### config.mk
export PLATFORM = sky130hd
export DESIGN_NAME = accum_arbiter
export DESIGN_NICKNAME = d
export VERILOG_FILES = /design/src/rtl/wordcount_pkg.sv /design/src/rtl/rr_arbiter2.sv /design/src/rtl/accum_arbiter.sv
export SDC_FILE = /design/constraint.sdc
export NUM_CORES = 1
export LEC_CHECK = 0
export CAP_MARGIN = 20
export CORE_AREA = 3 3 182 184
export DETAILED_ROUTE_END_ITERATION = 8
export DIE_AREA = 0 0 185 187
export PLACE_DENSITY = 0.51
export SYNTH_ARGS = -nofsm -noshare
export SYNTH_HDL_FRONTEND = slang
export SYNTH_SLANG_ARGS = --single-unit
export TNS_END_PERCENT = 30
### constraint.sdc
create_clock -name clk -period 1.7 [get_ports clk]
set_input_delay 0.17 -clock clk [delete_from_list [all_inputs] [get_ports clk]]
set_output_delay 0.17 -clock clk [all_outputs]
set_load 0.1 [all_outputs]
### src/rtl/wordcount_pkg.sv
// Shared types and default sizing for the word-count accumulator datapath.
package wordcount_pkg;

   localparam int unsigned DEF_ADDR_WIDTH = 14;
   localparam int unsigned DEF_DATA_WIDTH = 64;
   localparam int unsigned REQ_ADDR_WIDTH = 32;

   typedef enum logic {
      ST_ARB   = 1'b0,
      ST_CLEAR = 1'b1
   } state_e;

endpackage

### src/rtl/rr_arbiter2.sv
// Two-way round-robin grant; the pointer remembers who was granted last
// and only moves when a grant is actually issued.
module rr_arbiter2 (
   input  logic clk,
   input  logic reset_n,
   input  logic en_i,
   input  logic req_a_i,
   input  logic req_b_i,
   output logic gnt_a_o,
   output logic gnt_b_o
);

   logic last_b_q, last_b_d;

   always_comb begin
      last_b_d = last_b_q;
      gnt_a_o  = en_i & req_a_i & (~req_b_i | last_b_q);
      gnt_b_o  = en_i & req_b_i & (~req_a_i | ~last_b_q);
      if (gnt_a_o) begin
         last_b_d = 1'b0;
      end else if (gnt_b_o) begin
         last_b_d = 1'b1;
      end
   end

   // Reset to "B granted last" so A wins the first tie.
   always_ff @(posedge clk or negedge reset_n) begin
      if (!reset_n) begin
         last_b_q <= 1'b1;
      end else begin
         last_b_q <= last_b_d;
      end
   end

endmodule

### src/rtl/accum_arbiter.sv
// Two-requester front end for the accumulator RAM with a zero-fill engine
// and a sticky out-of-range address flag.
module accum_arbiter
   import wordcount_pkg::*;
#(
   parameter int unsigned ADDR_WIDTH = DEF_ADDR_WIDTH,
   parameter int unsigned DATA_WIDTH = DEF_DATA_WIDTH
) (
   input  logic                      clk,
   input  logic                      reset_n,
   input  logic                      clear_kick,
   output logic                      clear_busy,
   input  logic                      a_valid,
   output logic                      a_ready,
   input  logic                      a_we,
   input  logic [REQ_ADDR_WIDTH-1:0] a_addr,
   input  logic [DATA_WIDTH-1:0]     a_din,
   output logic                      a_rvalid,
   output logic [DATA_WIDTH-1:0]     a_q,
   input  logic                      b_valid,
   output logic                      b_ready,
   input  logic                      b_we,
   input  logic [REQ_ADDR_WIDTH-1:0] b_addr,
   input  logic [DATA_WIDTH-1:0]     b_din,
   output logic                      b_rvalid,
   output logic [DATA_WIDTH-1:0]     b_q,
   output logic [ADDR_WIDTH-1:0]     mem_addr,
   output logic [DATA_WIDTH-1:0]     mem_din,
   output logic                      mem_we,
   input  logic [DATA_WIDTH-1:0]     mem_q,
   output logic                      oor_err
);

   localparam logic [REQ_ADDR_WIDTH:0] DEPTH = (REQ_ADDR_WIDTH+1)'(1) << ADDR_WIDTH;

   state_e                      state_q, state_d;
   logic [ADDR_WIDTH-1:0]       clr_cnt_q, clr_cnt_d;
   logic                        a_rv_q, a_rv_d;
   logic                        b_rv_q, b_rv_d;
   logic                        rd_oor_q, rd_oor_d;
   logic                        oor_q, oor_d;
   logic                        arb_en, gnt_a, gnt_b;
   logic                        sel_we, sel_oor;
   logic [REQ_ADDR_WIDTH-1:0]   sel_addr;
   logic [DATA_WIDTH-1:0]       sel_din;

   // clear_kick pre-empts arbitration in the cycle it is seen.
   assign arb_en = (state_q == ST_ARB) && !clear_kick;

   rr_arbiter2 u_rr (
      .clk     (clk),
      .reset_n (reset_n),
      .en_i    (arb_en),
      .req_a_i (a_valid),
      .req_b_i (b_valid),
      .gnt_a_o (gnt_a),
      .gnt_b_o (gnt_b)
   );

   assign a_ready  = gnt_a;
   assign b_ready  = gnt_b;
   assign sel_addr = gnt_b ? b_addr : a_addr;
   assign sel_din  = gnt_b ? b_din  : a_din;
   assign sel_we   = gnt_b ? b_we   : a_we;
   assign sel_oor  = {1'b0, sel_addr} >= DEPTH;

   always_comb begin
      state_d   = state_q;
      clr_cnt_d = clr_cnt_q;
      oor_d     = oor_q;
      a_rv_d    = 1'b0;
      b_rv_d    = 1'b0;
      rd_oor_d  = 1'b0;
      mem_addr  = '0;
      mem_din   = '0;
      mem_we    = 1'b0;
      case (state_q)
         ST_ARB: begin
            if (clear_kick) begin
               state_d = ST_CLEAR;
            end else if (gnt_a || gnt_b) begin
               a_rv_d   = gnt_a & ~a_we;
               b_rv_d   = gnt_b & ~b_we;
               rd_oor_d = sel_oor;
               if (sel_oor) begin
                  oor_d = 1'b1;
               end else begin
                  mem_addr = sel_addr[ADDR_WIDTH-1:0];
                  mem_din  = sel_din;
                  mem_we   = sel_we;
               end
            end
         end
         ST_CLEAR: begin
            mem_we   = 1'b1;
            mem_addr = clr_cnt_q;
            if (clr_cnt_q == '1) begin
               clr_cnt_d = '0;
               state_d   = ST_ARB;
            end else begin
               clr_cnt_d = clr_cnt_q + 1'b1;
            end
         end
         default: state_d = ST_ARB;
      endcase
   end

   always_ff @(posedge clk or negedge reset_n) begin
      if (!reset_n) begin
         state_q   <= ST_ARB;
         clr_cnt_q <= '0;
         a_rv_q    <= 1'b0;
         b_rv_q    <= 1'b0;
         rd_oor_q  <= 1'b0;
         oor_q     <= 1'b0;
      end else begin
         state_q   <= state_d;
         clr_cnt_q <= clr_cnt_d;
         a_rv_q    <= a_rv_d;
         b_rv_q    <= b_rv_d;
         rd_oor_q  <= rd_oor_d;
         oor_q     <= oor_d;
      end
   end

   // Out-of-range reads still complete on schedule but return zero.
   assign a_rvalid   = a_rv_q;
   assign b_rvalid   = b_rv_q;
   assign a_q        = (a_rv_q && !rd_oor_q) ? mem_q : '0;
   assign b_q        = (b_rv_q && !rd_oor_q) ? mem_q : '0;
   assign clear_busy = (state_q == ST_CLEAR);
   assign oor_err    = oor_q;

endmodule
==> impl_metrics.toml, run 1 <==
[timing]
rsz0062_at_grt = "true"
relSlewSlack_pct = 72.37
fin_crit_sh_pct = 137.5
fin_crit_ps = 2338
finalHoldViolations = 0
setup_violations = 84
slew_violations = 0
clock.fmax_ghz = 0.4277
fin_ws_ps = -637.9
worst_slew_pin_slew_ps = 410.7
finClkSkew_ps = 4.311

[drt]
initialDrtViolationCount = 223
drt_drc_violations_left = 0
firstDrtPassIters = 5
drt-total-wl_mm = 25.62
vias = 5252
vias_per_cell = 3.908
wire_per_inst_um = 19.06
ant_nets = 0

[synthesis]
synthAdderAreaFrac_pct = 0.4270
synth.area.mux_share_pct = 0.3843
synth_area_mm2 = 0.002930
synth_simple_gate_area_share_pct = 47.10
avgSynthCellArea_um2 = 6.660
synth-seq-area-share_pct = 17.12
synth_nets = 704
ys_warn_count = 0
synth_top_area_cell = "and2_1"
synth_seq_cells = 20
synth_compound_area_share_pct = 25.36
synth_top_family_by_area = "simple AND/OR/NAND/NOR gates"
synth_xor_area_share_pct = 3.288
yosysTopAreaCellShare_pct = 27.54
synthDistinctLibCells = 35
yosys-top-cells-area = "and2_1 28%, a22oi_1 20%, dfrtp_1 16%"
syn_inst = 440

[floorplan]
rows = 65
pin_count = 476
dieArea_mm2 = 0.03460
dieHeight_um = 187
initial_core_util_pct = 9.286
die_x_um = 185
core_mm2 = 0.03156

[cts]
cts_buffers = 3
clk_pin_slew_ps = 60
cts.hold.buffers_added = 0
cts_max_path_buffers = 2
cts_sinks = 20
root_buffer = "clkbuf_16"
clk_latency_ps = 250
tritoncts = "built"
htreeDepth = 1

[worst_setup_path]
worstPathRequired_ps = 1530
worst_setup_path_end_kind = "output pin"
crit_arrival_ps = 2170
start_kind = "input pin"
crit_path_max_fanout = 6
crit_type = "in2out"

[cells_and_area]
layout.cells.most_common = "clkdlybuf4s50_1"
multiInputGateArea_mm2 = 0.003181
nets = 1206
final_util_pct = 37.91
n_fill_cell = 3074
drive_above_1_share_pct = 54.30
area_growth_pct = 308.2
seq_area_um2 = 505.5
stdcell_count = 1344
layout_common_cells = "262 x clkdlybuf4s50_1, 230 x buf_12, 126 x and2_2, 70 x a22oi_1, 65 x nor2_4"

[power_and_ir_drop]
p_leak_nw = 4.309
ir_drop_v = 0.0005700
power_density_mw_per_mm2 = 279.5

[hold_path]
hp-class = "in2async"

[placed_design]
portBuffers = 475
gp_congestion = 0.8095
place_inst = 1333
hpwl_mm = 22.67

[grt]
grt-ovfl-total = 0
grt_pass1_wl_mm = 35.67
track_usage_pct = 13.48
grt_antenna_before_repair = 3
grt_pass1_vias = 5506
grt_max_degree = 65

[run]
cap_viol_max_count = 0

[outcome]
outcome = "finished, violations left"
violations = "setup timing"
[state kept, by name (all words and copies together), names as in the netlist]
signal / count
oor_err: 1
clr_cnt_q: 14
b_rvalid: 1
rd_oor_q: 1
clear_busy: 1
u_rr.last_b_q: 1
a_rvalid: 1
[worst max-delay path, stage by stage]
cell and delay, ps:
clkdlybuf4s50_1 420, nor4_1 410, o211ai_1 210, a2bb2oi_4 190
buf_12 140, buf_12 140, buf_12 140, o21ai_4 140
buf_12 190
[per-stage QoR]
stage | setup TNS [ps] | setup slack, ps | hold WS [ps] | power [mW] | area, um2
2_1_floorplan | -109950 | -573.5 | -125.6 | 1.616 | 3830
3_3_place_gp | -49490 | -660.0 | 443.2 | 2.800 | 11640
3_5_place_dp | -51620 | -699.1 | 449.8 | 2.819 | 11640
4_1_cts | -48800 | -634.9 | 268.9 | 3.368 | 11810
5_1_grt | -62310 | -731.7 | 282.2 | 3.482 | 11960
6_report | -47880 | -637.9 | 255.5 | 3.343 | 11960
[kinds of logic (layout without fill, tap and decap cells)]
group / count (synthesis) / after routing
multiplexers: 1 / 1
AND/OR/NAND/NOR: 260 / 260
AO/OA/AOI/OAI: 103 / 103
XOR/XNOR: 11 / 11
flip-flops: 20 / 20
other: 0 / 1
buffers and inverters: 44 / 545
adder cells (fa/ha/maj): 1 / 1
[area by class of cell]
class	count	area share [%]
well taps	402	4.205
flip-flops and latches	20	4.226
inverters	3	0.09414
multi-input cells	376	26.59
diodes	1	0.02092
repair buffers	538	64.12
clock buffers	4	0.7427
[synthesized netlist by cell type]
cell       number
a211o_1         1
a21o_1          1
a21oi_1         1
a22oi_1        79
a2bb2oi_2       1
and2_1        129
and3_1          1
and4_1          1
and4bb_2        1
buf_2          13
buf_4           1
clkbuf_1       27
dfrtp_1        19
dfstp_2         1
ha_1            1
inv_1           3
mux2_2          1
nand2_1        19
nand3_1         6
nand4_1         3
nor2_1         79
nor2_2          1
nor2b_1         4
nor3_1          2
nor4_1         10
o211a_1         1
o211ai_1        1
o21ai_0        14
o21ai_1         2
o21bai_1        1
o311ai_0        1
or2_2           2
or3_1           2
xnor2_1         7
xor2_1          4
[final timing paths]
| check | slack (ps) | from | cells after the start | end |
|---|---|---|---|---|
| max | -640 | a_addr[29] | 9 | mem_addr[1] |
| min | 260 | reset_n | 2 | clear_busy |
| max reg2reg | -120 | clear_busy | 7 | oor_err |
| min reg2reg | 460 | oor_err | 1 | oor_err |
| max in group asynchronous | 1180 | reset_n | 2 | u_rr.last_b_q |
| min in group clk | 460 | oor_err | 1 | oor_err |
[where the power goes]
| group | internal (mW) | switching, mW |
|---|---|---|
| combinational | 1.08 | 1.07 |
| sequential | 0.566 | 0.0936 |
| clock | 0.358 | 0.174 |
[routing by layer]
layer / vias up / part of all wire [%] / GRT usage (%)
met1: 2420 / 37 / 15.16
met2: 291 / 53 / 25.93
li1: 2531 / - / -
met4: 0 / 1.1 / 1.501
met5: - / 0 / 0
met3: 10 / 8.9 / 3.520
[repair_timing]
action	4_1_cts	5_1_grt
hold endpoints to repair	0	0
pin swaps	6	15
endpoints found under the setup margin	97	220
cloned	0	2
resized for setup	15	11
buffers inserted	1	4
No activity file was read; power rests on OpenSTA's default activity.
==> run 2, diff against run 1 <==
GPL_ROUTABILITY_DRIVEN = 0   (was default)
==> results of run 2 <==
Same layout as run 1: the final DEF is identical, and so are final timing and power.
==> run 3, diff against run 2 <==
MAX_ROUTING_LAYER = met4   (was default)
==> run 3 against run 2 <==
The flow still finishes with violations (setup timing). Utilization is essentially flat. Via count unchanged. Sequential cell count unchanged. Sequential share of layout area is essentially flat. Critical endpoint unchanged. Highest routed layer unchanged.
==> impl_metrics.toml, run 3 (synthesis results as in run 1) <==
[outcome]
outcome = "finished, violations left"
violations = "setup timing"

[timing]
fin_crit_sh_pct = 137.3
clock.fmax_ghz = 0.4285
relSlewSlack_pct = 72.36
finClkSkew_ps = 3.007
fin_crit_ps = 2334
rsz0062_at_grt = "true"
fin_ws_ps = -633.7
setup_violations = 84
finalHoldViolations = 0
slew_violations = 0
worst_slew_pin_slew_ps = 410.8

[cts]
clk_pin_slew_ps = 60
cts_buffers = 3
cts_sinks = 20
root_buffer = "clkbuf_16"
tritoncts = "built"
cts.hold.buffers_added = 0
cts_max_path_buffers = 2
htreeDepth = 1
clk_latency_ps = 250

[grt]
grt_antenna_before_repair = 3
track_usage_pct = 13.89
grt_pass1_vias = 5542
grt-ovfl-total = 0
grt_pass1_wl_mm = 35.54
grt_max_degree = 65

[drt]
ant_nets = 0
drt_drc_violations_left = 0
initialDrtViolationCount = 219
vias_per_cell = 3.908
vias = 5252
firstDrtPassIters = 5
drt-total-wl_mm = 25.65
wire_per_inst_um = 19.08

[power_and_ir_drop]
internal_power_mw = 2.003
power.switching_mw = 1.342
switching_share_pct = 40.11
pwr-share-comb_pct = 64.3
ir_drop_v = 0.0005698
pwr-share-clk_pct = 16.0
p_leak_nw = 4.310
power_density_mw_per_mm2 = 279.6
power_mw = 3.345
seq_power_share_pct = 19.7

[run]
cap_viol_max_count = 0

[placed_design]
dp_slack_ps = -699.1
hpwl_mm = 22.67
portBuffers = 475

[cells_and_area]
drive_above_1_share_pct = 54.30
largest_reg_flops = 14
regMostFlops = "clr_cnt_q"
layout.cells.most_common = "clkdlybuf4s50_1"
nets = 1206
n_fill_cell = 3071
area_growth_pct = 308.2
layout_common_cells = "262 x clkdlybuf4s50_1, 230 x buf_12, 125 x and2_2, 70 x a22oi_1, 65 x nor2_4"

[worst_setup_path]
r2r_slack_ps = -120
crit_type = "in2out"
worst_setup_path_end_kind = "output pin"
worst_r2r_path_depth = 7
r2r-end = "oor_err"
worstPathRequired_ps = 1530
start_kind = "input pin"
crit_path_max_fanout = 6
crit_arrival_ps = 2160
r2r_start = "clear_busy"

[floorplan]
pin_count = 476
dieHeight_um = 187
die_x_um = 185
dieArea_mm2 = 0.03460
rows = 65
initial_core_util_pct = 9.286
core_mm2 = 0.03156

[hold_path]
hp-class = "in2async"
## run 3: cell counts in the layout (fill, tap and decap cells not counted)
No cell type changed its count.
## run 3: routing by layer
| metal | share of wire, % | vias up | GRT usage (%) |
|---|---|---|---|
| met1 | 38 | 2414 | 15.75 |
| li1 | - | 2530 | - |
| met2 | 53 | 298 | 25.90 |
| met4 | 1.1 | 0 | 1.501 |
| met3 | 7.8 | 10 | 2.645 |
| met5 | 0 | - | - |
## run 3: worst max-delay path by stage
stage | start | end | slack, ps | depth (start not counted)
floorplan | clear_busy | mem_din[10] | -570 | 5
detailed placement | a_addr[21] | mem_addr[1] | -700 | 9
CTS | clear_busy | mem_din[13] | -630 | 8
finish | a_addr[29] | mem_addr[1] | -630 | 9
global placement | a_addr[21] | mem_addr[9] | -660 | 9
global route | clear_busy | mem_din[1] | -730 | 8
## run 3: repair_timing
action,4_1_cts,5_1_grt
endpoints found under the setup margin,97,220
endpoints found under the hold margin,0,0
cloned,0,2
buffers inserted,1,4
pin swaps,6,16
resized for setup,15,12
## run 3: area by class of cell
cell class	count	area, um2	area share, %
inverter	3	11.26	0.09413
clock buffer	4	88.84	0.7426
antenna	1	2.502	0.02092
tap	402	503.0	4.205
multi-input combinational	376	3182	26.60
timing repair buffer	538	7670	64.11
sequential	20	505.5	4.226
## run 3: through the flow
step	cell area, um2	setup TNS, ps	util, %	std cells	hold slack (ps)
final	11960	-47620	37.91	1344	256.6
after global routing	11960	-62280	37.91	1344	285.2
after CTS	11810	-48800	37.41	1338	268.9
after detailed placement	11640	-51620	36.88	1333	449.8
after global placement	11640	-49490	36.88	1333	443.2
after floorplan	3830	-109950	-	440	-125.6
## run 3: power by group through the flow
stage	Clock (mW)	Combinational, mW	Sequential (mW)
2_1_floorplan	0	0.928	0.688
3_3_place_gp	0	2.14	0.665
3_5_place_dp	0	2.15	0.667
4_1_cts	0.544	2.16	0.659
5_1_grt	0.567	2.24	0.672
6_report	0.535	2.15	0.659
## run 3: critical path: stages
cell and delay [ps]:
clkdlybuf4s50_1 410, nor4_1 410, o211ai_1 210, a2bb2oi_4 190, buf_12 140, buf_12 140
buf_12 140, o21ai_4 140, buf_12 190
==> RTL edit 1 (flow settings as in run 1) <==
Set the package constant `REQ_ADDR_WIDTH` to 64 (it was 32).
--- a/src/rtl/wordcount_pkg.sv
+++ b/src/rtl/wordcount_pkg.sv
@@ -5,3 +5,3 @@
    localparam int unsigned DEF_DATA_WIDTH = 64;
-   localparam int unsigned REQ_ADDR_WIDTH = 32;
+   localparam int unsigned REQ_ADDR_WIDTH = 64;
 
Interface: changed (resized a_addr and b_addr); port bits go from 476 to 540. No check against the original RTL was run, so the function may have changed too.
==> RTL edit 1 against run 1 <==
  * The run still ends with negative setup slack left
  * Total power increased by 3.0%
  * Design area increased by 4.0%
  * Setup slack got worse by 0.17 ns
  * Sequential power increased by 0.8%
  * Wire length increased by 18%
  * Clock skew increased by 0.0012 ns
  * Sequential cell count unchanged
  * Synthesized area increased by 4.8%
  * Critical path type is now reg -> out
==> RTL edit 1: results (changes against run 1) <==
- Outcome: finished, violations left (unchanged)
- Failing checks: negative setup slack (unchanged)
- Net Count, Synth: 789 (was 704)
- Vias: 5656 (was 5252)
- Via/cell ratio: 4.003 (was 3.908)
- Max stage delay on crit path: 0.49 ns (was 0.42 ns)
- Port-buffer cells: 539 (was 475)
- Setup crit end: mem_din[1] (was mem_addr[1])
- Ranking of synthesized cells by area: and2_1 (26%), a22oi_1 (19%), dfrtp_1 (15%) (was and2_1 (28%), a22oi_1 (20%), dfrtp_1 (16%))
- Gp weighted congestion: 0.8760 (was 0.8095)
- Seq/Total Area, Yosys: 16.33% (was 17.12%)
- Worst Path Arrival: 2.34 ns (was 2.17 ns)
- DP Wirelength: 26.70 mm (was 22.67 mm)
- Initial DRT Pass Iterations: 4 (was 5)
- Synth top cells by count: and2_1 (130), a22oi_1 (79), nor2_1 (78) (was and2_1 (129), a22oi_1 (79), nor2_1 (79))
- Syn Area/Cell: 6.663 µm² (was 6.660 µm²)
- Mux cell area share after synthesis: 0.3666% (was 0.3843%)
- Post-Synth XOR/XNOR Area: 2.851% (was 3.288%)
- Setup crit start kind: flop (was input port)
- First DRT Iteration DRCs: 164 (was 223)
- Synth Area in Adders: 0.4073% (was 0.4270%)
- Reg2reg end: rd_oor_q$_DFF_PN0_ (was oor_err$_DFFE_PN0P_)
- TNS Setup: -60.79 ns (was -47.88 ns)
- First-pass GRT wire length: 41.39 mm (was 35.67 mm)
- Slack of the critical path: -0.8127 ns (was -0.6379 ns)
- Clock skew: 0.005505 ns (was 0.004311 ns)
- Pleak: 0.004433 µW (was 0.004309 µW)
- NumNets Final: 1336 (was 1206)
- Routed len/inst: 21.34 µm (was 19.06 µm)
- GRT Total Usage: 16.15% (was 13.48%)
- Vias in the first global route: 5922 (was 5506)
- Worst VDD drop: 458.4 µV (was 570.0 µV)
- Post-synthesis compound-gate area fraction: 23.99% (was 25.36%)
- Setup-failing EPs final: 83 (was 84)
- Share of cells above drive strength 1: 47.47% (was 54.30%)
- Worst-path maximum fanout: 17 (was 6)
- R2R setup slack: -0.22 ns (was -0.12 ns)
- Initial antenna violation count: 6 (was 3)
[RTL edit 1: area by class of cell]
| cell class | instances | area [µm²] |
|---|---|---|
| antenna | 4 | 10.01 |
| inverter | 2 | 7.507 |
| multi-input combinational | 397 | 3254 |
| clock buffer | 3 | 75.07 |
| fill | 3085 | 19110 |
| timing repair buffer | 584 | 8058 |
| tap | 402 | 503.0 |
| clock inverter | 1 | 30.03 |
| sequential | 20 | 505.5 |
[RTL edit 1: metrics by stage]
step | setup slack, ns | area, µm² | hold slack [ns] | utilization [%]
after global routing | -0.8979 | 12440 | 0.2914 | 39.43
after global placement | -0.8404 | 12140 | 0.4424 | 38.48
after CTS | -0.8628 | 12410 | 0.2745 | 39.33
final | -0.8127 | 12440 | 0.2627 | 39.43
after floorplan | -0.6155 | 3916 | -0.1256 | -
after detailed placement | -0.8477 | 12140 | 0.4495 | 38.48
[RTL edit 1: timing repair]
action	4_1_cts	5_1_grt
gates cloned	3	0
setup endpoints to repair	83	207
gates resized for setup	10	9
hold buffers	0	0
setup buffers	2	4
pin swaps	8	4
[RTL edit 1: per-layer routing]
| metal | vias up | share of wire (%) | routed length, µm | GRT usage, % |
|---|---|---|---|---|
| met5 | - | 0.13 | 40 | 0 |
| met4 | 4 | 1.7 | 502 | 3.521 |
| met3 | 20 | 7.6 | 2294 | 3.598 |
| met2 | 304 | 55 | 16470 | 31.70 |
| met1 | 2616 | 36 | 10840 | 17.30 |
| li1 | 2712 | - | - | - |
[RTL edit 1: power breakdown]
group / leakage, µW / total (µW) / internal, µW / switching [µW]
registers: 0.000255 / 665 / 561 / 104
clock network: 0.0000511 / 643 / 467 / 177
logic: 0.00413 / 2140 / 1140 / 992
total: 0.00443 / 3440 / 2170 / 1270
==> RTL edit 2 (config.mk and constraints of run 1) <==
Made on the original files. Register the output `oor_err` once more, with the module's reset; this adds one clock of latency there. The other outputs are not delayed to match.
--- a/src/rtl/accum_arbiter.sv
+++ b/src/rtl/accum_arbiter.sv
@@ -131,3 +131,9 @@
    assign clear_busy = (state_q == ST_CLEAR);
-   assign oor_err    = oor_q;
+   always_ff @(posedge clk or negedge reset_n) begin
+      if (!reset_n) begin
+         oor_err <= '0;
+      end else begin
+         oor_err <= oor_q;
+      end
+   end
 
Formal check against the unedited RTL: not equivalent (a bounded check fails within 4 cycles, from zero or initial values and one cycle with reset_n low).
==> RTL edit 2 against run 1 <==
  * The flow still finishes with violations (negative setup slack)
  * Sequential cell count increased by 1
  * Count of clock-buffer cells in the layout is the same
  * Total power decreased by 1.7%
  * Setup slack improved by 0.029 ns
  * Wire length decreased by 4.2%
  * Synthesized area rose by 1.5%
  * Maximum frequency is 1.3% higher
  * Design area down 0.99%
  * Critical path type is now reg -> out
  * Largest cell class unchanged
  * Highest routed layer unchanged
==> RTL edit 2: results (changes against run 1) <==
- Outcome: finished, violations left (unchanged)
- Failing checks: negative setup slack (unchanged)
- Met2 wire len: 13.00 mm (was 13.68 mm)
- Net Count, Synth: 708 (was 704)
- Biggest register: clr_cnt_q (unchanged)
- Crit path max-delay cell type: dfrtp_4 (was clkdlybuf4s50_1)
- Switching Share: 40.74% (was 40.09%)
- HP Class: in -> async (unchanged)
- Initial antenna violation count: 1 (was 3)
- Filler Cells Inserted: 3053 (was 3074)
- Port-buffer cells: 475 (unchanged)
- Met2 Use GR: 25.04% (was 25.93%)
- Gp weighted congestion: 0.8099 (was 0.8095)
- R2R Path Start: clear_busy$_DFF_PN0_ (unchanged)
- Slack of the critical path: -0.6089 ns (was -0.6379 ns)
- Uppermost routed layer: met4 (unchanged)
- Max stage delay on crit path: 0.48 ns (was 0.42 ns)
- First-pass GRT wire length: 34.86 mm (was 35.67 mm)
- Pleak: 0.004288 µW (was 0.004309 µW)
- Ys async rst share: 100.0% (unchanged)
- Worst R2R Path Depth: 6 (was 7)
- Grt met1 use: 15.07% (was 15.16%)
- Synth warn: 0 (unchanged)
- Routed len/inst: 18.36 µm (was 19.06 µm)
- DP Wirelength: 21.57 mm (was 22.67 mm)
- Worst Path Arrival: 2.14 ns (was 2.17 ns)
- Cell family with most CP delay: compound AO/OA/AOI/OAI gates (was buffers and inverters)
- Synth top cells by count: and2_1 (129), a22oi_1 (79), nor2_1 (79) (unchanged)
- Ranking of synthesized cells by area: and2_1 (27%), a22oi_1 (20%), dfrtp_1 (17%) (was and2_1 (28%), a22oi_1 (20%), dfrtp_1 (16%))
- Initial DRT Pass Iterations: 4 (was 5)
- Slew @ Worst Pin: 0.4130 ns (was 0.4107 ns)
- M3 GR Usage: 2.937% (was 3.520%)
- Seq/Total Area, Yosys: 17.71% (was 17.12%)
- Post-cts resize count: 18 (was 15)
- First DRT Iteration DRCs: 170 (was 223)
- H-tree depth: 1 (unchanged)
- Largest register FFs: 14 (unchanged)
- Reg2reg end: oor_q$_DFFE_PN0P_ (was oor_err$_DFFE_PN0P_)
- NumNets Final: 1198 (was 1206)
- Vias in the first global route: 5523 (was 5506)
- Worst-path maximum fanout: 16 (was 6)
- Main synth FF type: dfrtp_1 (unchanged)
- Clk_lat worst skew: 0.25 ns (about the same)
- Post-CTS Setup Bufs: 4 (was 1)
- Clock skew: 0.001924 ns (was 0.004311 ns)
- Met3 WL post-DR: 2.145 mm (was 2.278 mm)
- CP Class: reg -> out (was in -> out)
- # hold bufs at CTS: 0 (unchanged)
- Met1 wire length: 9.143 mm (was 9.386 mm)
- Share of cells above drive strength 1: 52.63% (was 54.30%)
- GRT Total Usage: 13.10% (was 13.48%)
- Setup-failing EPs final: 83 (was 84)
- Worst VDD drop: 385.7 µV (was 570.0 µV)
- Clock slew at reported path FFs: 0.05 ns
- Vias: 5178 (was 5252)
- Setup crit end: mem_addr[11] (was mem_addr[1])
- Post-synth cell types: 35 (unchanged)
- Max Buffers Root-to-Sink: 2 (unchanged)
- Pre-CTS setup slack: -0.7916 ns (was -0.6991 ns)
## RTL edit 2: worst min path at each step
stage,start,endpoint,slack (ns),cells past startpoint
global placement,oor_q$_DFFE_PN0P_,oor_err$_DFF_PN0_,0.37,0
floorplan,reset_n,a_rvalid$_DFF_PN0_,-0.13,0
detailed placement,oor_q$_DFFE_PN0P_,oor_err$_DFF_PN0_,0.38,0
finish,reset_n,clear_busy$_DFF_PN0_,0.22,1
global route,reset_n,oor_q$_DFFE_PN0P_,0.25,1
CTS,reset_n,clear_busy$_DFF_PN0_,0.23,1
## RTL edit 2: cells by family after synthesis
| kind of cell | Yosys count | synth area share (%) |
|---|---|---|
| xor+xnor | 11 | 3.240 |
| simple gates | 262 | 47.03 |
| buf+inv | 45 | 6.184 |
| fa+ha+maj | 1 | 0.4206 |
| compound gates | 103 | 25.03 |
| flops | 21 | 17.71 |
| mux | 1 | 0.3786 |
## RTL edit 2: cell type report
| class | count | share of cell area (%) |
|---|---|---|
| diodes | 1 | 0.02113 |
| well taps | 402 | 4.247 |
| flip-flops and latches | 21 | 4.480 |
| repair buffers | 528 | 63.82 |
| inverters | 2 | 0.06339 |
| multi-input cells | 378 | 26.70 |
| clock buffers | 4 | 0.6656 |
## RTL edit 2: per-stage QoR
stage	setup TNS (ns)	cells	power, µW	area [µm²]
2_1_floorplan	-124.42	444	1660	3864
3_3_place_gp	-56.78	1321	2798	11470
3_5_place_dp	-60.91	1321	2818	11470
4_1_cts	-45.77	1331	3326	11720
5_1_grt	-53.10	1335	3440	11840
6_report	-44.54	1336	3287	11840
## RTL edit 2: power by group through the flow
stage,Clock [µW],Sequential (µW),Combinational (µW)
final,489,724,2070
after CTS,505,726,2090
after global placement,0,732,2070
after global routing,529,747,2160
after floorplan,0,698,962
after detailed placement,0,733,2080
